`config.mk`:
```
export PLATFORM = sky130hd
export DESIGN_NAME = addrc_slice_engine
export DESIGN_NICKNAME = d
export VERILOG_FILES = /design/src/rtl/keccak_pkg.sv /design/src/rtl/keccak_rc_lfsr.sv /design/src/rtl/addrc_slice_engine.sv
export SDC_FILE = /design/constraint.sdc
export NUM_CORES = 1
export LEC_CHECK = 0
export ABC_AREA = 1
export BUFFER_PORTS_ARGS = -buffer_cell sky130_fd_sc_hd__buf_4
export CAP_MARGIN = 20
export CORE_ASPECT_RATIO = 1.25
export CORE_UTILIZATION = 40
export DETAILED_ROUTE_END_ITERATION = 8
export PLACE_DENSITY = 0.62
export SLEW_MARGIN = 20
export SYNTH_ARGS = -nofsm -noshare
export SYNTH_HDL_FRONTEND = slang
export SYNTH_SLANG_ARGS = --single-unit
```
`constraint.sdc`:
```
create_clock -name clk -period 3.65 [get_ports clk]
set_clock_uncertainty 0.1 [all_clocks]
set_input_delay 0.73 -clock clk [delete_from_list [all_inputs] [get_ports clk]]
set_output_delay 0.73 -clock clk [all_outputs]
set_load 0.01 [all_outputs]
```
`src/rtl/keccak_pkg.sv`:
```
// Shared Keccak constants, the round-count helper and FSM state encodings for the step engines.
package keccak_pkg;

  localparam int unsigned SLICE_W    = 25;
  localparam int unsigned LANE00_BIT = 0;

  localparam logic [7:0] RC_LFSR_INIT = 8'h01;
  localparam logic [7:0] RC_LFSR_TAPS = 8'h71;

  // Rounds for a permutation with lane width 2^l.
  function automatic int unsigned num_rounds(input int unsigned l);
    return 12 + 2 * l;
  endfunction

  typedef logic [2:0] state_t;

  localparam state_t StIdle = 3'd0;
  localparam state_t StGen  = 3'd1;
  localparam state_t StRd   = 3'd2;
  localparam state_t StWr   = 3'd3;
  localparam state_t StDone = 3'd4;

endpackage

```
`src/rtl/keccak_rc_lfsr.sv`:
```
// 8-bit round-constant LFSR (x^8+x^6+x^5+x^4+1); bit 0 is rc(t) for the current step t.
module keccak_rc_lfsr
  import keccak_pkg::*;
(
  input  logic clk,
  input  logic rst,
  input  logic load,
  input  logic step,
  output logic rc_bit
);

  logic [7:0] lfsr_q, lfsr_d;

  // Load has priority so a new pass always starts from the seed.
  always_comb begin
    lfsr_d = lfsr_q;
    if (load) begin
      lfsr_d = RC_LFSR_INIT;
    end else if (step) begin
      lfsr_d = {lfsr_q[6:0], 1'b0} ^ (lfsr_q[7] ? RC_LFSR_TAPS : 8'h00);
    end
  end

  // LFSR state register.
  always_ff @(posedge clk or negedge rst) begin
    if (!rst) begin
      lfsr_q <= RC_LFSR_INIT;
    end else begin
      lfsr_q <= lfsr_d;
    end
  end

  assign rc_bit = lfsr_q[0];

endmodule

```
`src/rtl/addrc_slice_engine.sv`:
```
// Keccak iota over slice-organised state memory. Round constant bits are generated on the fly
// by stepping the LFSR 7*ir+L+1 times, then every slice is read and rewritten with bit 0
// XORed by its RC bit (non-zero only for slices z = 2^j-1).
module addrc_slice_engine
  import keccak_pkg::*;
#(
  parameter  int unsigned LANE_W = 64,
  parameter  int unsigned ITER_W = 5,
  localparam int unsigned L      = $clog2(LANE_W)
) (
  input  logic               clk,
  input  logic               rst,
  input  logic               start,
  input  logic [ITER_W-1:0]  iteration,
  output logic [L-1:0]       mem_addr,
  output logic               mem_rd_en,
  input  logic [SLICE_W-1:0] mem_rdata,
  output logic               mem_wr_en,
  output logic [SLICE_W-1:0] mem_wdata,
  output logic               busy,
  output logic               finish,
  output logic               err
);

  localparam int unsigned NumRounds = num_rounds(L);
  // GEN counter must reach 7*ir+L for the largest encodable ir.
  localparam int unsigned TMax      = 7 * ((1 << ITER_W) - 1) + L;
  localparam int unsigned TW        = $clog2(TMax + 1);

  state_t            state_q, state_d;
  logic [ITER_W-1:0] ir_q, ir_d;
  logic [TW-1:0]     t_q, t_d;
  logic [L-1:0]      z_q, z_d;
  logic [L:0]        rcbits_q, rcbits_d;
  logic              err_q, err_d;

  logic              lfsr_load, lfsr_step, rc_bit;
  logic [TW-1:0]     t_base, t_last;
  logic              rcb;

  keccak_rc_lfsr u_rc_lfsr (
    .clk    (clk),
    .rst    (rst),
    .load   (lfsr_load),
    .step   (lfsr_step),
    .rc_bit (rc_bit)
  );

  assign t_base = TW'(ir_q) * TW'(7);
  assign t_last = t_base + TW'(L);

  // Next-state: FSM, step counter t, slice counter z and captured RC bits.
  always_comb begin
    state_d   = state_q;
    ir_d      = ir_q;
    t_d       = t_q;
    z_d       = z_q;
    rcbits_d  = rcbits_q;
    err_d     = err_q;
    lfsr_load = 1'b0;
    lfsr_step = 1'b0;
    case (state_q)
      StIdle: begin
        if (start) begin
          ir_d = iteration;
          if (32'(iteration) >= NumRounds) begin
            err_d   = 1'b1;
            state_d = StDone;
          end else begin
            err_d     = 1'b0;
            lfsr_load = 1'b1;
            t_d       = '0;
            rcbits_d  = '0;
            state_d   = StGen;
          end
        end
      end
      StGen: begin
        lfsr_step = 1'b1;
        // Only steps 7*ir .. 7*ir+L contribute to this round's constant.
        for (int unsigned j = 0; j <= L; j++) begin
          if (t_q == t_base + TW'(j)) begin
            rcbits_d[j] = rc_bit;
          end
        end
        if (t_q == t_last) begin
          z_d     = '0;
          state_d = StRd;
        end else begin
          t_d = t_q + TW'(1);
        end
      end
      StRd: begin
        state_d = StWr;
      end
      StWr: begin
        if (z_q == L'(LANE_W - 1)) begin
          state_d = StDone;
        end else begin
          z_d     = z_q + L'(1);
          state_d = StRd;
        end
      end
      StDone: begin
        err_d   = 1'b0;
        state_d = StIdle;
      end
      default: begin
        state_d = StIdle;
      end
    endcase
  end

  // State registers; reset aborts any pass at once.
  always_ff @(posedge clk or negedge rst) begin
    if (!rst) begin
      state_q  <= StIdle;
      ir_q     <= '0;
      t_q      <= '0;
      z_q      <= '0;
      rcbits_q <= '0;
      err_q    <= 1'b0;
    end else begin
      state_q  <= state_d;
      ir_q     <= ir_d;
      t_q      <= t_d;
      z_q      <= z_d;
      rcbits_q <= rcbits_d;
      err_q    <= err_d;
    end
  end

  // RC bit for the current slice: bit j of the constant lives in slice 2^j-1.
  always_comb begin
    rcb = 1'b0;
    for (int unsigned j = 0; j <= L; j++) begin
      if (z_q == L'((1 << j) - 1)) begin
        rcb = rcbits_q[j];
      end
    end
  end

  // Outputs decode straight from state so reset clears them without a clock edge.
  always_comb begin
    mem_rd_en = (state_q == StRd);
    mem_wr_en = (state_q == StWr);
    mem_addr  = (mem_rd_en || mem_wr_en) ? z_q : '0;
    mem_wdata = mem_wr_en ? (mem_rdata ^ (SLICE_W'(rcb) << LANE00_BIT)) : '0;
    busy      = (state_q != StIdle);
    finish    = (state_q == StDone);
    err       = finish && err_q;
  end

endmodule

```
==> results of run 1 <==
-- worst max-delay path by stage --
stage / cells after the start / endpoint / start / slack (ps)
4_1_cts: 15 / state_q[2] / ir_q[2] / 90
2_1_floorplan: 15 / z_q[0] / ir_q[2] / 550
3_3_place_gp: 15 / z_q[5] / ir_q[2] / 190
3_5_place_dp: 15 / state_q[2] / ir_q[2] / 110
5_1_grt: 15 / state_q[2] / ir_q[2] / -30
6_report: 15 / state_q[2] / ir_q[2] / 260
-- routing by layer --
metal  part of all wire [%]  track usage (%)
met4                    1.4             6.09
met5                      0                0
met2                     50             37.4
met1                     46             28.2
met3                    2.7             1.89
-- kinds of logic after synthesis --
group           synth area share, %
buf+inv                        11.7
compound gates                 6.70
simple gates                   41.1
mux                           0.309
xor+xnor                       4.81
fa+ha+maj                      9.28
flops                          26.1
-- stage by stage --
step	hold slack, ps	area (µm²)	setup slack [ps]	utilization, %	setup TNS [ps]
after floorplan	333	3640	546	-	0
after global placement	360	4270	194	48.8	0
after detailed placement	363	4270	114	48.8	0
after CTS	326	4370	86.7	50.0	0
after global routing	359	4410	-25.5	50.4	-38.5
final	308	4410	255	50.4	0
-- registers in the layout, indices dropped and copies added, names as in the netlist --
signal / flops
t_q: 8
u_rc_lfsr.lfsr_q: 8
rcbits_q: 7
z_q: 6
ir_q: 5
state_q: 3
err_q: 1
-- cells in the final DEF (no fill, tap or decap), types with 2 or more instances in the layout --
cell type,n
nand3b_1,4
inv_2,5
xnor2_1,8
nor2_2,2
nor3_1,3
nor2_1,90
nand2_1,176
inv_1,85
dfrtp_2,2
nand2_2,8
clkbuf_8,5
a21oi_1,18
dfrtp_1,35
clkbuf_1,2
xor2_1,12
o22ai_1,3
nand3_1,59
a21oi_2,2
clkinv_1,2
buf_4,75
nor3b_1,2
nand3_2,2
nand4_1,8
o21ai_0,16
ha_1,18
fa_1,4
-- Yosys cell counts, drive strengths merged, types with 2 or more instances --
master | number | area, µm²
dfrtp | 37 | 926
nand3b | 4 | 30.0
nand2 | 185 | 714
o22ai | 3 | 18.8
nand3 | 61 | 315
inv | 90 | 338
buf | 10 | 65.1
nor3b | 2 | 15.0
o21ai | 16 | 80.1
nor3 | 3 | 15.0
xor2 | 12 | 105
ha | 19 | 238
clkbuf | 4 | 15.0
nand4 | 8 | 50.1
fa | 5 | 100
xnor2 | 8 | 70.1
clkinv | 2 | 7.51
nor2 | 92 | 350
a21oi | 21 | 120
-- critical path: stages, from the launching register on --
cell     delay (ps)
dfrtp_2         470
fa_1            460
ha_1            260
fa_2            590
ha_2            220
inv_1           110
nand2_1         120
inv_1            40
nand2_1          60
nand4_1         100
a21oi_2         140
nand3_1         140
nand2_4         150
buf_6           160
nand2_1          70
a21oi_1         130
-- repair_timing --
| action | 4_1_cts | 5_1_grt |
|---|---|---|
| buffers inserted | 0 | 2 |
| setup endpoints to repair | 0 | 23 |
| gates resized for setup | 0 | 8 |
| hold buffers | 0 | 0 |
-- layout make-up --
class / count / area [µm²] / area share, %
multi-input combinational: 444 / 2280 / 51.7
clock buffer: 7 / 76.3 / 1.73
tap: 120 / 150 / 3.40
inverter: 92 / 345 / 7.83
clock inverter: 1 / 30.0 / 0.681
timing repair buffer: 76 / 574 / 13.0
sequential: 38 / 955 / 21.6
==> results by group, run 1 <==
GRT
  • Vias in the first global route: between 3000 and 4000
  • Largest net degree at the start of global routing: 39
  • Overflow after GRT: 0
  • Antenna violations before repair: 0
  • Overall routing resource usage: between 20% and 30%
  • Global-route wire length before repair: 16200 µm

Layout
  • Post-Layout Cell Count: 778
  • Fill cells: 915
  • NumNets Final: slightly above 700
  • Layout overhead on the synthesized area: 21.1%
  • Layout cell share with drive strength beyond 1: 16.6%
  • Ant. Diodes: 0

Synthesis
  • Main synth FF type: dfrtp_1
  • Post-Syn Instances: 588
  • Syn Std Cell Area: 3640 µm²
  • Ys async rst share: 100%
  • Mean Syn Cell Area: 6.19 µm²
  • Netlist cell types: 34
  • Flops & latches, synth: 38
  • EDFF count, synth: 0
  • Ys Warns: 0
  • Proportion of synthesized chip area in sequential cells: 26.1%
  • Syn nets: around 650

STA
  • Hold Violations, Final: 0
  • Fin crit share: 93.0%
  • Max-slew violations: 0
  • Slew @ Worst Pin: 554 ps
  • Final setup vio count: 0
  • Fmax: just under 300 MHz
  • Rel. slew slack: 63.0%
  • RSZ-0062 raised after global routing: true
  • Minimum clock period: 3390 ps

Placed design
  • HPWL after DPL: 7640 µm
  • IO Port Bufs: between 60 and 70
  • Gpl congestion: approximately 0.9
  • Placed insts: 768

Setup path
  • CP arrival: roughly 3500 ps
  • Worst Reg2Reg Path Length in Cells: 15
  • CP startpoint kind: register
  • Reg-to-reg endpoint: state_q[2]
  • Critical Path RT: roughly 3800 ps
  • Worst reg-to-reg setup slack: 260 ps
  • Worst flop-to-flop path startpoint: ir_q[2]
  • Critical path fanouts, max: 10
  • Kind of critical path: reg -> reg
  • Crit end category: register

Drt
  • DRC: 0
  • Detailed-route wire length: 9680 µm
  • Final ANT Viol Nets: 0
  • Vias per cell: 4.78
  • Drt wl/cell: 12.4 µm
  • Pre-Repair DR Iteration Count: 4
  • Initial drt markers: 163
  • Vias: 3715

Clock tree
  • H-tree depth: 2
  • CTS tree: done
  • Clk root buf: clkbuf_8
  • Clock tree sinks: 38
  • Total CTS buffers: 5
  • Clock slew at reported path FFs: 80 ps
  • Clk_lat worst skew: 280 ps
  • CTS Buffer Depth: 2

Floorplanning
  • Core region area: 8750 µm²
  • Die ar.: between 9000 and 10000 µm²
  • Die width: approximately 87 µm
  • Row Count: 38
  • Io pins: 69
  • Die height: ~110 µm
  • Starting density of the core: 41.6%

Worst hold path
  • Worst min-delay path class: in -> async

Run
  • Max Cap Viol: 0

Run status
  • Status: complete, no violations
Power of run 1 is left out: the tool's default activity adds up to more than one toggle a clock period on the data nets, which glitch-free logic cannot reach.
==> inputs of run 2 (changes only) <==
--- a/config.mk
+++ b/config.mk
@@ -11,7 +11,7 @@
 export CORE_ASPECT_RATIO = 1.25
 export CORE_UTILIZATION = 40
 export DETAILED_ROUTE_END_ITERATION = 8
-export PLACE_DENSITY = 0.62
+export PLACE_DENSITY = 0.68
 export SLEW_MARGIN = 20
 export SYNTH_ARGS = -nofsm -noshare
 export SYNTH_HDL_FRONTEND = slang
==> run 2 against run 1 <==
Worst setup slack worse by 58 ps. First-iteration DRC count rose by 56%. Final area fell by 0.62%. Cell count is the same. Global-route usage up 0.45 points. Critical path depth decreased by 1. Routed wire length grew 1.8%. Sequential share of layout area grew 0.11 points. Maximum frequency is 1.7% lower. Largest cell class unchanged. Critical endpoint is now rcbits_q[3]. Worst hold slack got worse by 10 ps.
==> results by group, run 2 (same netlist as run 1, synthesis figures left out) <==
Run status
  • Status: complete, no violations

STA
  • Max-slew violations: 0
  • Minimum clock period: 3450 ps
  • RSZ-0062 raised after global routing: false
  • Rel. slew slack: a little over half
  • Fmax: approximately 290 MHz
  • TNS Setup: 0 ps
  • Slew @ Worst Pin: 688 ps
  • Hold Violations, Final: 0
  • Hold Slack: 298 ps
  • Final setup vio count: 0
  • Fin crit share: 94.6%
  • Worst setup margin: approximately 200 ps

Setup path
  • CP most frequent cell: nand2_1
  • CP top delay family: adder cells
  • Worst flop-to-flop path startpoint: ir_q[2]
  • Critical path fanouts, max: 6
  • CP arrival: around 3500 ps
  • Critical Path RT: approximately 3700 ps
  • Crit. path cell count: 14
  • CP startpoint: ir_q[2]
  • Worst reg-to-reg setup slack: 200 ps
  • Kind of critical path: reg -> reg
  • Worst setup endpoint: rcbits_q[3]
  • Worst path bufs/invs: 2
  • Worst-path cell chain: fa_1, ha_1, fa_2, ha_1, inv_1, nor2_1, inv_1, xor2_1, nor2_1, nand3_1, o21bai_1, nand2_1, nand2_1, nand2_1
  • CP startpoint kind: register
  • Worst Reg2Reg Path Length in Cells: 14
  • CP max stage delay: 600 ps
  • Crit end category: register
  • Max stage delay cell, worst path: fa_2
  • Reg-to-reg endpoint: rcbits_q[3]

GRT
  • Global Route met3 Usage: under 10%
  • Largest net degree at the start of global routing: 39
  • Antenna violations before repair: 0
  • Overflow after GRT: 0
  • Vias in the first global route: 3571
  • Grt met1 use: around 27%
  • GRT met2 Usage: 39.6%
  • Overall routing resource usage: 21.9%
  • GR peak layer: met2
  • Global-route wire length before repair: 16300 µm

Layout
  • Ant. Diodes: 0
  • Layout overhead on the synthesized area: 20.4%
  • Layout cell share with drive strength beyond 1: 16.1%
  • Register Area: 953 µm²
  • Post-Layout Cell Count: 778
  • Most common cell after layout, fill and taps aside: nand2_1
  • Fill cells: 955
  • NumNets Final: around 710
  • Most frequent cells in the layout: nand2_1 (176), nor2_1 (90), inv_1 (85), buf_4 (76), nand3_1 (59)
  • Multi-input logic area: roughly 2300 µm²
  • Biggest regs: t_q: 8 flops, u_rc_lfsr.lfsr_q: 8 flops, rcbits_q: 7 flops

Floorplanning
  • Io pins: between 60 and 70
  • Row Count: 38
  • Die ar.: 9490 µm²
  • Die height: 109 µm
  • Starting density of the core: 41.6%
  • Core region area: a little under 9000 µm²
  • Die width: 87.4 µm

Drt
  • Pre-Repair DR Iteration Count: 4
  • Vias per cell: approximately 4.8
  • Initial drt markers: 255
  • Drt wl/cell: 12.7 µm
  • Detailed-route wire length: approximately 9900 µm
  • Vias: about 3700
  • DRC: 0
  • Final ANT Viol Nets: 0

Placed design
  • Placed insts: between 700 and 800
  • HPWL after DPL: 7900 µm
  • Placement Setup Slack: between 100 and 150 ps
  • Gpl congestion: 0.964
  • IO Port Bufs: 68

Clock tree
  • CTS tree: done
  • CTS Buffer Depth: 2
  • Clock slew at reported path FFs: 80 ps
  • Total CTS buffers: 5
  • Clk root buf: clkbuf_8
  • Clock tree sinks: 38
  • H-tree depth: 2
  • Clk_lat worst skew: about 300 ps

Run
  • Max Cap Viol: 0

Worst hold path
  • Worst min-delay path class: in -> async
==> run 2: cell count changes in the layout (fill, tap and decap cells not counted), sizes merged <==
cell	before	now
clkbuf	7	8
bufinv	1	0
==> run 2: repair_timing <==
action / CTS / global route
hold buffers: 0 / 0
setup buffers: 0 / 0
gates resized for setup: 0 / 4
endpoints found under the setup margin: 0 / 23
==> run 2: worst min-delay path by stage <==
stage / from / end / slack (ps) / cells after the start
6_report: rst / z_q[1] / 300 / 1
2_1_floorplan: rst / err_q / 330 / 0
4_1_cts: rst / t_q[2] / 310 / 1
5_1_grt: rst / t_q[4] / 330 / 1
3_5_place_dp: rcbits_q[4] / rcbits_q[4] / 370 / 2
3_3_place_gp: rcbits_q[2] / rcbits_q[2] / 360 / 2
==> run 2: final cells by class <==
cell class                      count  area share, %
Multi-Input combinational cell    444           51.9
Sequential cell                    38           21.7
Timing Repair Buffer               76           13.0
Inverter                           92           7.88
Tap cell                          120           3.42
Clock buffer                        8           2.05
==> run 2: routing by layer <==
layer / up-vias / share of wire, % / wire length (µm)
met2: 57 / 52 / 5120
met5: - / 0 / 0
met1: 1722 / 44 / 4360
met3: 15 / 2.0 / 198
met4: 0 / 1.8 / 174
li1: 1954 / - / -
==> run 2: worst register-to-register path, delay by kind of cell, from the launching register on <==
family | cells | cell delay, ps
XOR/XNOR | 1 | 170
buffers and inverters | 2 | 210
adder cells (fa/ha/maj) | 4 | 1530
flip-flops | 1 | 470
AND/OR/NAND/NOR | 6 | 670
AO/OA/AOI/OAI | 1 | 160
==> run 2: per-stage QoR <==
step / util [%] / area, µm²
2_1_floorplan: - / 3640
3_3_place_gp: 49.0 / 4280
3_5_place_dp: 49.0 / 4280
4_1_cts: 50.0 / 4370
5_1_grt: 50.1 / 4380
6_report: 50.1 / 4380
Power of run 2 is left out for the same reason.
==> inputs of run 3 (changes only) <==
--- a/config.mk
+++ b/config.mk
@@ -5,7 +5,6 @@
 export SDC_FILE = /design/constraint.sdc
 export NUM_CORES = 1
 export LEC_CHECK = 0
-export ABC_AREA = 1
 export BUFFER_PORTS_ARGS = -buffer_cell sky130_fd_sc_hd__buf_4
 export CAP_MARGIN = 20
 export CORE_ASPECT_RATIO = 1.25
==> run 3 against run 2 <==
Sequential share of layout area shrank 0.98 points. Via count shrank 7.4%. Largest cell class unchanged. Highest routed layer unchanged. Routed wire length shrank 1.9%. Die area shrank 3.1%. Critical path type unchanged. Area after synthesis shrank 3.2%. Core utilization grew 4.8 points. First-iteration DRC count shrank 2.0%. Non-clock buffer count grew 30. Final area grew 4.9%. Global-route usage shrank 0.72 points.
==> results by group, run 3 <==
Layout
  • Ant. Diodes: 0
  • Biggest regs: t_q: 8 flops, u_rc_lfsr.lfsr_q: 8 flops, rcbits_q: 7 flops
  • NumNets Final: ~560
  • Most frequent cells in the layout: buf_4 (102), nand2_1 (35), and3_1 (35), dfrtp_1 (35), a21oi_1 (21)
  • Layout cell share with drive strength beyond 1: 30.1%
  • Layout overhead on the synthesized area: 30.4%
  • Post-Layout Cell Count: 618
  • Most common cell after layout, fill and taps aside: buf_4

Clock tree
  • H-tree depth: 2
  • CTS tree: done
  • Clk root buf: clkbuf_8
  • Clock slew at reported path FFs: about 80 ps
  • CTS Buffer Depth: 2
  • Total CTS buffers: 5
  • Hold-fix buffers at CTS: 0
  • Clk_lat worst skew: approximately 300 ps
  • Clock tree sinks: 38

Placed design
  • Gpl congestion: 0.933
  • IO Port Bufs: 68
  • HPWL after DPL: 7510 µm
  • Placed insts: 604

Synthesis
  • Yosys top cell by area: dfrtp_1
  • Proportion of synthesized chip area in sequential cells: 27.0%
  • Ys async rst share: 100%
  • Netlist cell types: 64
  • Mean Syn Cell Area: 8.50 µm²
  • Post-synth top area share: a little over a quarter
  • Post-Syn Instances: 415
  • Main synth FF type: dfrtp_1
  • Syn nets: 472
  • Ys Warns: 0
  • Most common cell in the netlist: dfrtp_1
  • Synth top area cells: dfrtp_1 (26%), ha_1 (6.7%), and3_1 (6.2%)
  • Syn Std Cell Area: 3530 µm²
  • EDFF count, synth: 0
  • Synth cell count leaders: dfrtp_1 (37), and3_1 (35), nand2_1 (35)
  • Flops & latches, synth: 38

STA
  • Final setup vio count: 0
  • Max-slew violations: 0
  • Fmax: 278 MHz
  • Slew @ Worst Pin: 512 ps
  • RSZ-0062 raised after global routing: true
  • Hold Violations, Final: 0
  • Minimum clock period: 3600 ps
  • Fin crit share: 98.7%
  • Rel. slew slack: between 60 and 70%

Drt
  • Initial drt markers: 250
  • Pre-Repair DR Iteration Count: 4
  • Vias per cell: 5.62
  • DRC: 0
  • Detailed-route wire length: 9660 µm
  • Vias: 3471
  • Drt wl/cell: 15.6 µm
  • Final ANT Viol Nets: 0

Floorplanning
  • Die width: 86.0 µm
  • Io pins: 69
  • Die ar.: 9200 µm²
  • Starting density of the core: a little over two fifths
  • Die height: between 100 and 150 µm
  • Core region area: 8380 µm²
  • Row Count: 37

Setup path
  • Critical path fanouts, max: 5
  • CP arrival: 3680 ps
  • Worst flop-to-flop path startpoint: ir_q[1]
  • Crit end category: register
  • Max stage delay cell, worst path: fa_1
  • Critical Path RT: 3730 ps
  • Reg-to-reg endpoint: z_q[5]
  • Worst setup endpoint: z_q[5]
  • CP max stage delay: a little over 500 ps
  • Worst reg-to-reg setup slack: 50 ps
  • Kind of critical path: reg -> reg
  • Worst Reg2Reg Path Length in Cells: 11
  • Worst-path cell chain: fa_1, ha_2, fa_2, ha_4, a21o_1, xnor2_1, or4_4, a2111oi_4, buf_6, o21ai_4, a211o_1
  • CP startpoint: ir_q[1]
  • CP startpoint kind: register

GRT
  • Global-route wire length before repair: about 16000 µm
  • Overall routing resource usage: between 20% and 30%
  • Overflow after GRT: 0
  • Largest net degree at the start of global routing: 39
  • Vias in the first global route: between 3000 and 4000
  • Antenna violations before repair: 0

Run status
  • Status: complete, no violations

Run
  • Max Cap Viol: 0

Worst hold path
  • Worst min-delay path class: in -> async
[run 3: critical path: cells and delay by family, from the launching register on]
| family | cells | cell delay, ps |
|---|---|---|
| AO/OA/AOI/OAI | 4 | 800 |
| XOR/XNOR | 1 | 130 |
| adder cells (fa/ha/maj) | 4 | 1390 |
| buffers and inverters | 1 | 190 |
| flip-flops | 1 | 450 |
| AND/OR/NAND/NOR | 1 | 430 |
[run 3: final cells by class]
type	instances	area, µm²
inverters	17	63.8
well taps	117	146
flip-flops and latches	38	955
fillers	761	3780
multi-input cells	332	2540
repair buffers	106	811
clock buffers	6	72.6
clock inverters	2	10.0
[run 3: layer usage]
layer	up-vias	global-route usage, %	wire length (µm)
met4	0	10.6	286
li1	1690	-	-
met1	1653	24.1	3870
met3	18	1.92	499
met5	-	0	0
met2	110	38.9	5010
[run 3: timing repair]
action                                  4_1_cts  5_1_grt
gates resized for setup                       7       16
endpoints found under the setup margin        8       19
pin swaps                                     7       10
gates cloned                                  0        0
buffers inserted                              2        4
[run 3: how the worst min path moves through the flow]
stage                                     end  slack (ps)  cells past startpoint                 from
after global routing      u_rc_lfsr.lfsr_q[2]         330                      1                  rst
after CTS                              t_q[1]         310                      1                  rst
after global placement    u_rc_lfsr.lfsr_q[1]         360                      2  u_rc_lfsr.lfsr_q[1]
final                     u_rc_lfsr.lfsr_q[2]         300                      1                  rst
after detailed placement  u_rc_lfsr.lfsr_q[1]         380                      2  u_rc_lfsr.lfsr_q[1]
after floorplan                         err_q         330                      0                  rst
[run 3: cell families after synthesis]
| family | share of synthesized area, % |
|---|---|
| AND/OR/NAND/NOR | 26.7 |
| AO/OA/AOI/OAI | 21.0 |
| buffers and inverters | 5.07 |
| flip-flops | 27.0 |
| XOR/XNOR | 8.19 |
| adder cells (fa/ha/maj) | 9.58 |
| multiplexers | 2.48 |
[run 3: per-stage QoR]
stage          hold slack (ps)  instance area [µm²]  util (%)  TNS (ps)  setup WS (ps)
2_1_floorplan              334                 3590         -     -38.3          -38.3
3_3_place_gp               361                 4360      52.1         0           4.95
3_5_place_dp               376                 4360      52.1      -292          -75.8
4_1_cts                    308                 4500      53.7     -83.1          -20.8
5_1_grt                    333                 4600      54.9      -528          -70.5
6_report                   296                 4600      54.9         0           48.3
Power of run 3 is left out for the same reason.
